[src/rtl/div_32x16_seq_if.sv]
// rtl/div_32x16_seq_if.sv - operand/result handshake bundle for the sequential divider
// Purpose: groups the input (operand) and output (result) valid/ready channels.
// Signals:
//   in_valid  / in_ready   operand handshake (master -> slave / slave -> master)
//   dividend  [2*BIT]      unsigned dividend, master -> slave
//   divisor   [BIT]        unsigned divisor,  master -> slave
//   out_valid / out_ready  result handshake (slave -> master / master -> slave)
//   quotient, remainder    [BIT] results, slave -> master
//   dbz, ovf               divide-by-zero / quotient-overflow flags, slave -> master
interface div_32x16_seq_if #(
  parameter int BIT = 16
);
  logic             in_valid;
  logic             in_ready;
  logic [2*BIT-1:0] dividend;
  logic [BIT-1:0]   divisor;
  logic             out_valid;
  logic             out_ready;
  logic [BIT-1:0]   quotient;
  logic [BIT-1:0]   remainder;
  logic             dbz;
  logic             ovf;

  modport master (
    output in_valid, dividend, divisor, out_ready,
    input  in_ready, out_valid, quotient, remainder, dbz, ovf
  );

  modport slave (
    input  in_valid, dividend, divisor, out_ready,
    output in_ready, out_valid, quotient, remainder, dbz, ovf
  );
endinterface

[src/rtl/div_32x16_seq.sv]
// rtl/div_32x16_seq.sv - iterative restoring divider, 2*BIT / BIT, one quotient bit per clock
// Purpose: divides a 2*BIT-bit unsigned dividend by a BIT-bit unsigned divisor,
//   producing quotient, remainder and divide-by-zero / overflow flags.
// Ports:
//   clk      rising-edge clock
//   rst      asynchronous reset, active-high
//   div_if   slave side of div_32x16_seq_if (operand and result valid/ready channels)
module div_32x16_seq #(
  parameter int BIT = 16
) (
  input  logic           clk,
  input  logic           rst,
  div_32x16_seq_if.slave div_if
);
  localparam int CW = $clog2(BIT);

  typedef enum logic [1:0] {IDLE, CALC, DONE} state_t;

  state_t          state_q;
  logic [CW-1:0]   cnt_q;
  logic [BIT-1:0]  r_q;      // partial remainder; stays below the divisor, so BIT bits suffice
  logic [BIT-1:0]  q_q;      // dividend low half shifting out, quotient bits shifting in
  logic [BIT-1:0]  dvs_q;
  logic [BIT-1:0]  quot_q;
  logic [BIT-1:0]  rem_q;
  logic            dbz_q;
  logic            ovf_q;

  logic [BIT:0]    t_d;
  logic [BIT:0]    diff_d;
  logic            ge_d;
  logic [BIT-1:0]  r_d;
  logic [BIT-1:0]  q_d;

  // One restoring step. Because R < divisor, T < 2*divisor, so the borrow bit
  // of T - divisor alone tells whether the subtraction fits.
  always_comb begin
    t_d    = {r_q, q_q[BIT-1]};
    diff_d = t_d - {1'b0, dvs_q};
    ge_d   = ~diff_d[BIT];
    r_d    = ge_d ? diff_d[BIT-1:0] : t_d[BIT-1:0];
    q_d    = {q_q[BIT-2:0], ge_d};
  end

  always_ff @(posedge clk or posedge rst) begin
    if (rst) begin
      state_q <= IDLE;
      cnt_q   <= '0;
      r_q     <= '0;
      q_q     <= '0;
      dvs_q   <= '0;
      quot_q  <= '0;
      rem_q   <= '0;
      dbz_q   <= 1'b0;
      ovf_q   <= 1'b0;
    end else begin
      case (state_q)
        IDLE: begin
          if (div_if.in_valid) begin
            dvs_q <= div_if.divisor;
            dbz_q <= 1'b0;
            ovf_q <= 1'b0;
            if (div_if.divisor == '0) begin
              dbz_q   <= 1'b1;
              quot_q  <= '1;
              rem_q   <= div_if.dividend[BIT-1:0];
              state_q <= DONE;
            end else if (div_if.dividend[2*BIT-1:BIT] >= div_if.divisor) begin
              // High half already >= divisor: quotient needs more than BIT bits.
              ovf_q   <= 1'b1;
              quot_q  <= '1;
              rem_q   <= '0;
              state_q <= DONE;
            end else begin
              r_q     <= div_if.dividend[2*BIT-1:BIT];
              q_q     <= div_if.dividend[BIT-1:0];
              cnt_q   <= '0;
              state_q <= CALC;
            end
          end
        end
        CALC: begin
          r_q   <= r_d;
          q_q   <= q_d;
          cnt_q <= cnt_q + 1'b1;
          if (cnt_q == CW'(BIT - 1)) begin
            quot_q  <= q_d;
            rem_q   <= r_d;
            state_q <= DONE;
          end
        end
        DONE: begin
          if (div_if.out_ready) begin
            state_q <= IDLE;
          end
        end
        default: state_q <= IDLE;
      endcase
    end
  end

  assign div_if.in_ready  = (state_q == IDLE);
  assign div_if.out_valid = (state_q == DONE);
  assign div_if.quotient  = quot_q;
  assign div_if.remainder = rem_q;
  assign div_if.dbz       = dbz_q;
  assign div_if.ovf       = ovf_q;
endmodule

[src/flat_wrapper.sv]
// flat-port wrapper written by rule: the top's interface ports become plain ports
module div_32x16_seq_flat 
#(
  parameter int BIT = 16
)
  (clk, rst, div_if_in_valid, div_if_dividend, div_if_divisor, div_if_out_ready, div_if_in_ready, div_if_out_valid, div_if_quotient, div_if_remainder, div_if_dbz, div_if_ovf);
  div_32x16_seq_if #(.BIT(BIT)) div_if_i ();
  input  logic clk;
  input  logic rst;
  input wire logic [$bits(div_if_i.in_valid)-1:0] div_if_in_valid;
  input wire logic [$bits(div_if_i.dividend)-1:0] div_if_dividend;
  input wire logic [$bits(div_if_i.divisor)-1:0] div_if_divisor;
  input wire logic [$bits(div_if_i.out_ready)-1:0] div_if_out_ready;
  output wire logic [$bits(div_if_i.in_ready)-1:0] div_if_in_ready;
  output wire logic [$bits(div_if_i.out_valid)-1:0] div_if_out_valid;
  output wire logic [$bits(div_if_i.quotient)-1:0] div_if_quotient;
  output wire logic [$bits(div_if_i.remainder)-1:0] div_if_remainder;
  output wire logic [$bits(div_if_i.dbz)-1:0] div_if_dbz;
  output wire logic [$bits(div_if_i.ovf)-1:0] div_if_ovf;
  assign div_if_i.in_valid = div_if_in_valid;
  assign div_if_i.dividend = div_if_dividend;
  assign div_if_i.divisor = div_if_divisor;
  assign div_if_i.out_ready = div_if_out_ready;
  assign div_if_in_ready = div_if_i.in_ready;
  assign div_if_out_valid = div_if_i.out_valid;
  assign div_if_quotient = div_if_i.quotient;
  assign div_if_remainder = div_if_i.remainder;
  assign div_if_dbz = div_if_i.dbz;
  assign div_if_ovf = div_if_i.ovf;
  div_32x16_seq #(.BIT(BIT)) u_core (.clk(clk), .rst(rst), .div_if(div_if_i));
endmodule
[config.mk]
export PLATFORM = sky130hd
export DESIGN_NAME = div_32x16_seq_flat
export DESIGN_NICKNAME = d
export VERILOG_FILES = /design/src/rtl/div_32x16_seq_if.sv /design/src/rtl/div_32x16_seq.sv /design/src/flat_wrapper.sv
export SDC_FILE = /design/constraint.sdc
export NUM_CORES = 1
export LEC_CHECK = 0
export CAP_MARGIN = 20
export CORE_MARGIN = 4
export CORE_UTILIZATION = 49
export CTS_CLUSTER_DIAMETER = 50
export DETAILED_ROUTE_END_ITERATION = 12
export PLACE_DENSITY = 0.83
export SKIP_CTS_REPAIR_TIMING = 1
export SYNTH_ARGS = -nofsm -noshare
export SYNTH_HDL_FRONTEND = slang
export SYNTH_SLANG_ARGS = --single-unit
[constraint.sdc]
create_clock -name clk -period 2.7 [get_ports clk]
set_input_delay 0.54 -clock clk [delete_from_list [all_inputs] [get_ports clk]]
set_output_delay 0.54 -clock clk [all_outputs]
set_load 0.1 [all_outputs]
== Word-level counts from Yosys, hierarchy flattened ==
Index checks and enable logic that the tools add are counted.

* $add $sub $neg: 2
* Multipliers: 0
* Reductions and logical operators: 7
* Eq/ne operators: 9
* Mux-type cells: 32
* Shift operators: 0
* Bitwise operators: 1
* $lt $le $gt $ge: 1
* Div/mod/pow operators: 0

{| class="wikitable"
|+ Operator list
! cell !! count
|-
| 16-bit 2-to-1 mux || 15
|-
| 16-bit case mux with 2 select lines || 4
|-
| 17-bit by 16-bit subtractor with 17-bit output || 1
|-
| 16-bit >= comparator || 1
|-
| 16-bit zero test || 1
|-
| 4-bit 2-to-1 mux || 3
|-
| 2-bit 2-to-1 mux || 5
|-
| 2-bit != test, second input constant || 4
|-
| 4-bit case mux with 2 select lines || 1
|-
| 4-bit AND reduction || 2
|-
| 2-bit case mux with 3 select lines || 1
|-
| 4-bit by 1-bit adder with 4-bit output, second input constant || 1
|-
| 4-bit equality test, second input constant || 1
|-
| 1-bit 2-to-1 mux || 3
|-
| 3-bit by 1-bit != test with 1-bit output, second input constant || 1
|-
| 3-bit AND reduction || 1
|-
| 2-bit by 1-bit equality test with 1-bit output, second input constant || 1
|-
| 2-bit equality test, second input constant || 1
|-
| 2-bit zero test || 1
|-
| 2-bit by 1-bit != test with 1-bit output, second input constant || 1
|-
| 2-bit AND reduction || 1
|-
| 2-bit nonzero test || 1
|-
| 1-bit inverter || 1
|}

* Memory bits (read-only): 0
* Output and inout bits: 36
* Bits in latches: 0
* Logic and storage cells: 61
* Input bits: 52
* Register bits: 88
* RAM bits: 0
* Memories: 0

== Logic depth before layout (Yosys ltp) ==
* Word-level depth: 5
* Depth in mapped cells: 13
* Gate-level depth less buffers: 11

== Worst setup path after synthesis ==
OpenSTA, ideal clock, no wires.

* Path type: flip-flop to flip-flop
* From: register u_core.state_q[1]
* To: register u_core.r_q[0]
* Library setup time: 0.067 ns
* Arrival: 2.930 ns
* Stages on the path, launching flop included: 8
* Data required time: 2.633 ns
* Path buffers: 2
* Clock period less this slack: 2.996 ns
* Path slack: -0.296 ns
* Cells stage by stage: dfrtp_1 > clkbuf_1 > nor2_1 > nand2_1 > nor2_1 > clkbuf_1 > a22oi_1 > nand2_1

* Longest elaborated chain between the ends: 3
* Elaborated cells on any way between the ends: 8
* Classes of those cells: eq/ne (4); mux (1); reduce/logical (3)

{| class="wikitable"
|+ Ends and longest elaborated chain
! item !! line !! source
|-
| start, declared || div_32x16_seq.sv:19 || <nowiki>state_t state_q;</nowiki>
|-
| start signal, assigned || div_32x16_seq.sv:47 || <nowiki>state_q <= IDLE;</nowiki>
|-
| start signal, assigned || div_32x16_seq.sv:67 || <nowiki>state_q <= DONE;</nowiki>
|-
| start signal, assigned || div_32x16_seq.sv:73 || <nowiki>state_q <= DONE;</nowiki>
|-
| 2-bit zero test * || n/a ||
|-
| net div_if_in_ready || flat_wrapper.sv:14 || <nowiki>output wire logic [$bits(div_if_i.in_ready)-1:0] div_if_in_ready;</nowiki>
|-
| 2-bit != test (no source line) / 2-bit nonzero test (equally long branches) || n/a ||
|-
| 4-bit AND reduction (no source line) || n/a ||
|-
| end signal, assigned || div_32x16_seq.sv:75 || <nowiki>r_q <= div_if.dividend[2*BIT-1:BIT];</nowiki>
|-
| end signal, assigned || div_32x16_seq.sv:83 || <nowiki>r_q <= r_d;</nowiki>
|-
| end, declared || div_32x16_seq.sv:21 || <nowiki>logic [BIT-1:0] r_q;</nowiki>
|}

The timed path passes the listed nets; every way through them passes the cells marked *.
A chain may end at the register's enable or synchronous reset.

== Worst setup path in the final report ==
* From: register u_core.q_q[15]
* To: register u_core.r_q[7]

* Longest elaborated chain between the ends: 3

{| class="wikitable"
|+ Ends and longest elaborated chain
! item !! line !! source
|-
| start, declared || div_32x16_seq.sv:22 || <nowiki>logic [BIT-1:0] q_q;</nowiki>
|-
| start signal, assigned || div_32x16_seq.sv:76 || <nowiki>q_q <= div_if.dividend[BIT-1:0];</nowiki>
|-
| start signal, assigned || div_32x16_seq.sv:84 || <nowiki>q_q <= q_d;</nowiki>
|-
| 17-bit by 16-bit subtractor with 17-bit output || div_32x16_seq.sv:39 || <nowiki>diff_d = t_d - {1'b0, dvs_q};</nowiki>
|-
| 16-bit 2-to-1 mux || div_32x16_seq.sv:41 || <nowiki>r_d = ge_d ? diff_d[BIT-1:0] : t_d[BIT-1:0];</nowiki>
|-
| 16-bit case mux with 2 select lines || div_32x16_seq.sv:57 || <nowiki>case (state_q)</nowiki>
|}

Every way passes these cells.

==> impl_results.md <==
* Outcome: finished, violations left
* Failing checks: negative setup slack
* Flop-to-flop setup slack at -200 ps
* Actual slew at the worst max-slew pin at 568.0 ps
* Synth Register Bits at 88
* Synth Cell Area at 5490 um^2
* XOR/XNOR share of the synthesized area at 0.01117
* Place WS at -659.7 ps
* Final WL at 18.76 mm
* Fmax achieved at 0.3453 GHz
* Minimum clock period at 2896 ps
* Count of flip-flops with a built-in enable after synthesis at 0
* Vias in the first global route at 5483
* RSZ-0062 raised after global routing: true
* Synth Area in Compound Gates at 0.2199
* Non-filler cells, final at 966
* Router iterations before antenna repair at 5
* Top cells by area, synth: dfrtp_1, ha_1, nand2_1
* Root Driver: clkbuf_8
* Clock Path Buffers at 2
* Worst Skew at 9.069 ps
* Placed cells at 937
* Synth Area in Adders at 0.07885
* Worst Path Required at 3000 ps
* Fraction of registers with async set/reset at 1.000
* Nets at 907
* Initial DRC Count at 477
* CP arrival at 3200 ps
* Gr usage total at 0.2730
* Synth top cells by count: nand2_1, dfrtp_1, nor2_1
* Global-route wire length before repair at 27.79 mm
* Largest net degree at the start of global routing at 49
* Multi-input combinational cell area at 3377 um^2
* Top-area cell type share of the netlist area at 0.4011
* Slew Limit Fails at 0
* H-tree levels at 3
* Share of cells above drive strength 1 at 0.3039
* Port bufs at 87
* Final setup violation count at 31
* Fin util at 0.7221
* RR Startpoint: u_core.q_q[15]
* CTS tree: done
* Register area share after synthesis at 0.4011
* Clock latency on the worst-skew pair at 380 ps
* Core Box Area at 10890 um^2
* Post-synthesis mux area share at 0.02370
* CP endpoint kind: flip-flop
* Synth Flop Type: dfrtp_1
* Wire length per cell at 19.42 um
* Ports at 88
* Final-report hold violation count at 0
* Most common cell in the netlist: nand2_1
* DIE AREA at 12960 um^2
* Final setup margin at -196.3 ps
* # clock sinks at 88
* Hold Path Class: input port to async pin
* Die X at 113.9 um
* Total gr overflow at 0
* Worst relative slew slack at 0.6213
* Distinct cells, synth at 68
* Mapped Cells at 645
* WS Path Type: flip-flop to flip-flop
* Crit-path max FO at 7
* YS warnings at 0
* Sequential cell area at 2202 um^2
* Worst r2r path cells at 12
* Number of CTS-inserted buffers at 9
* Vias at 5804
* Startpoint Class: flip-flop
* Mapped Nets at 731
* Filler Cell Count at 750
* Syn_area_per_cell at 8.512 um^2
* Die Span Y at 113.9 um
* Synth Area in Simple Gates at 0.2083
* Starting Density at 0.5043
* Ant diodes at 0
* Vias per cell at 6.008
* Final RePlAce weighted congestion at 0.9793
* Dominant cell type by area after synthesis: dfrtp_1
* ANT nets after route at 0
* Period utilisation layout at 1.073
* DRC violations left at 0
* Layout area overhead at 43.21%
* MaxCap Viol Count at 0
* Critical R2R Capture: u_core.r_q[7]
* Row count at 38
* Clock-pin slew on the worst setup and hold paths at 90 ps
* Final HPWL DP at 13.40 mm
* Antenna violations before repair at 0
* Main combinational cell family by area after synthesis: compound AO/OA/AOI/OAI gates
[placed cells by master (no fill, tap or decap), drive strengths merged, types with 5 or more instances in the layout]
cell type	instances
buf	149
nand2	95
dfrtp	88
nor2	85
clkdlybuf4s50	51
a21oi	39
inv	38
o21ai	38
ha	33
a31oi	32
nor3	29
clkbuf	14
a22oi	11
a21o	11
nor4	11
nand3	9
mux2i	7
and2	6
a211oi	5
[kinds of logic (layout without fill, tap and decap cells)]
logic type               after synthesis  in the layout
flip-flops                            88             88
adder cells (fa/ha/maj)               34             34
multiplexers                          11             11
AND/OR/NAND/NOR                      255            255
XOR/XNOR                               7              7
AO/OA/AOI/OAI                        176            176
buffers and inverters                 74            255
[state kept, by name, summed over array words and instances (netlist names)]
register,count
u_core.q_q,16
u_core.cnt_q,4
u_core.div_if.quotient,16
u_core.div_if.ovf,1
u_core.dvs_q,16
u_core.div_if.remainder,16
u_core.r_q,16
u_core.div_if.dbz,1
u_core.state_q,2
[through the flow]
step | hold WS [ps] | cell area (um^2) | setup TNS, ps
2_1_floorplan | 456.9 | 5555 | -364.0
3_3_place_gp | 479.5 | 7174 | -28290
3_5_place_dp | 480.9 | 7174 | -34270
4_1_cts | 501.7 | 7382 | -9753
5_1_grt | 543.9 | 7863 | -5524
6_report | 519.1 | 7863 | -3357
[worst max-delay path by stage]
| stage | startpoint | to | depth (start not counted) |
|---|---|---|---|
| 6_report | u_core.q_q[15] | u_core.r_q[7] | 12 |
| 5_1_grt | u_core.q_q[15] | u_core.div_if.remainder[13] | 13 |
| 4_1_cts | div_if_divisor[6] | u_core.r_q[14] | 10 |
| 3_5_place_dp | div_if_divisor[6] | u_core.r_q[14] | 10 |
| 3_3_place_gp | div_if_divisor[6] | u_core.r_q[14] | 10 |
| 2_1_floorplan | u_core.q_q[15] | u_core.r_q[7] | 12 |
[final cells by class]
cell class / count / area share
Timing Repair Buffer: 201 / 0.2231
Inverter: 38 / 0.01862
Clock inverter: 3 / 0.006206
Tap cell: 140 / 0.02228
Sequential cell: 88 / 0.2801
Multi-Input combinational cell: 483 / 0.4295
Clock buffer: 13 / 0.02021
[metal layers]
| layer | wire [um] | share of wire | track usage |
|---|---|---|---|
| met5 | 0 | 0 | 0 |
| met4 | 629 | 0.034 | 0.1235 |
| met3 | 1212 | 0.065 | 0.03820 |
| met2 | 9189 | 0.49 | 0.4386 |
| met1 | 7723 | 0.41 | 0.3683 |
[worst max-delay path, stage by stage (launching register included)]
cell	delay, ps
dfrtp_1	410
inv_2	90
ha_4	140
inv_2	30
fa_2	360
a211oi_2	220
o21ai_2	140
o2111ai_4	280
a21oi_4	90
or3_4	430
buf_8	160
mux2_4	330
a31oi_4	150
Power is left out: the tool's default activity adds up to more than one toggle a clock period on the data nets, which glitch-free logic cannot reach.
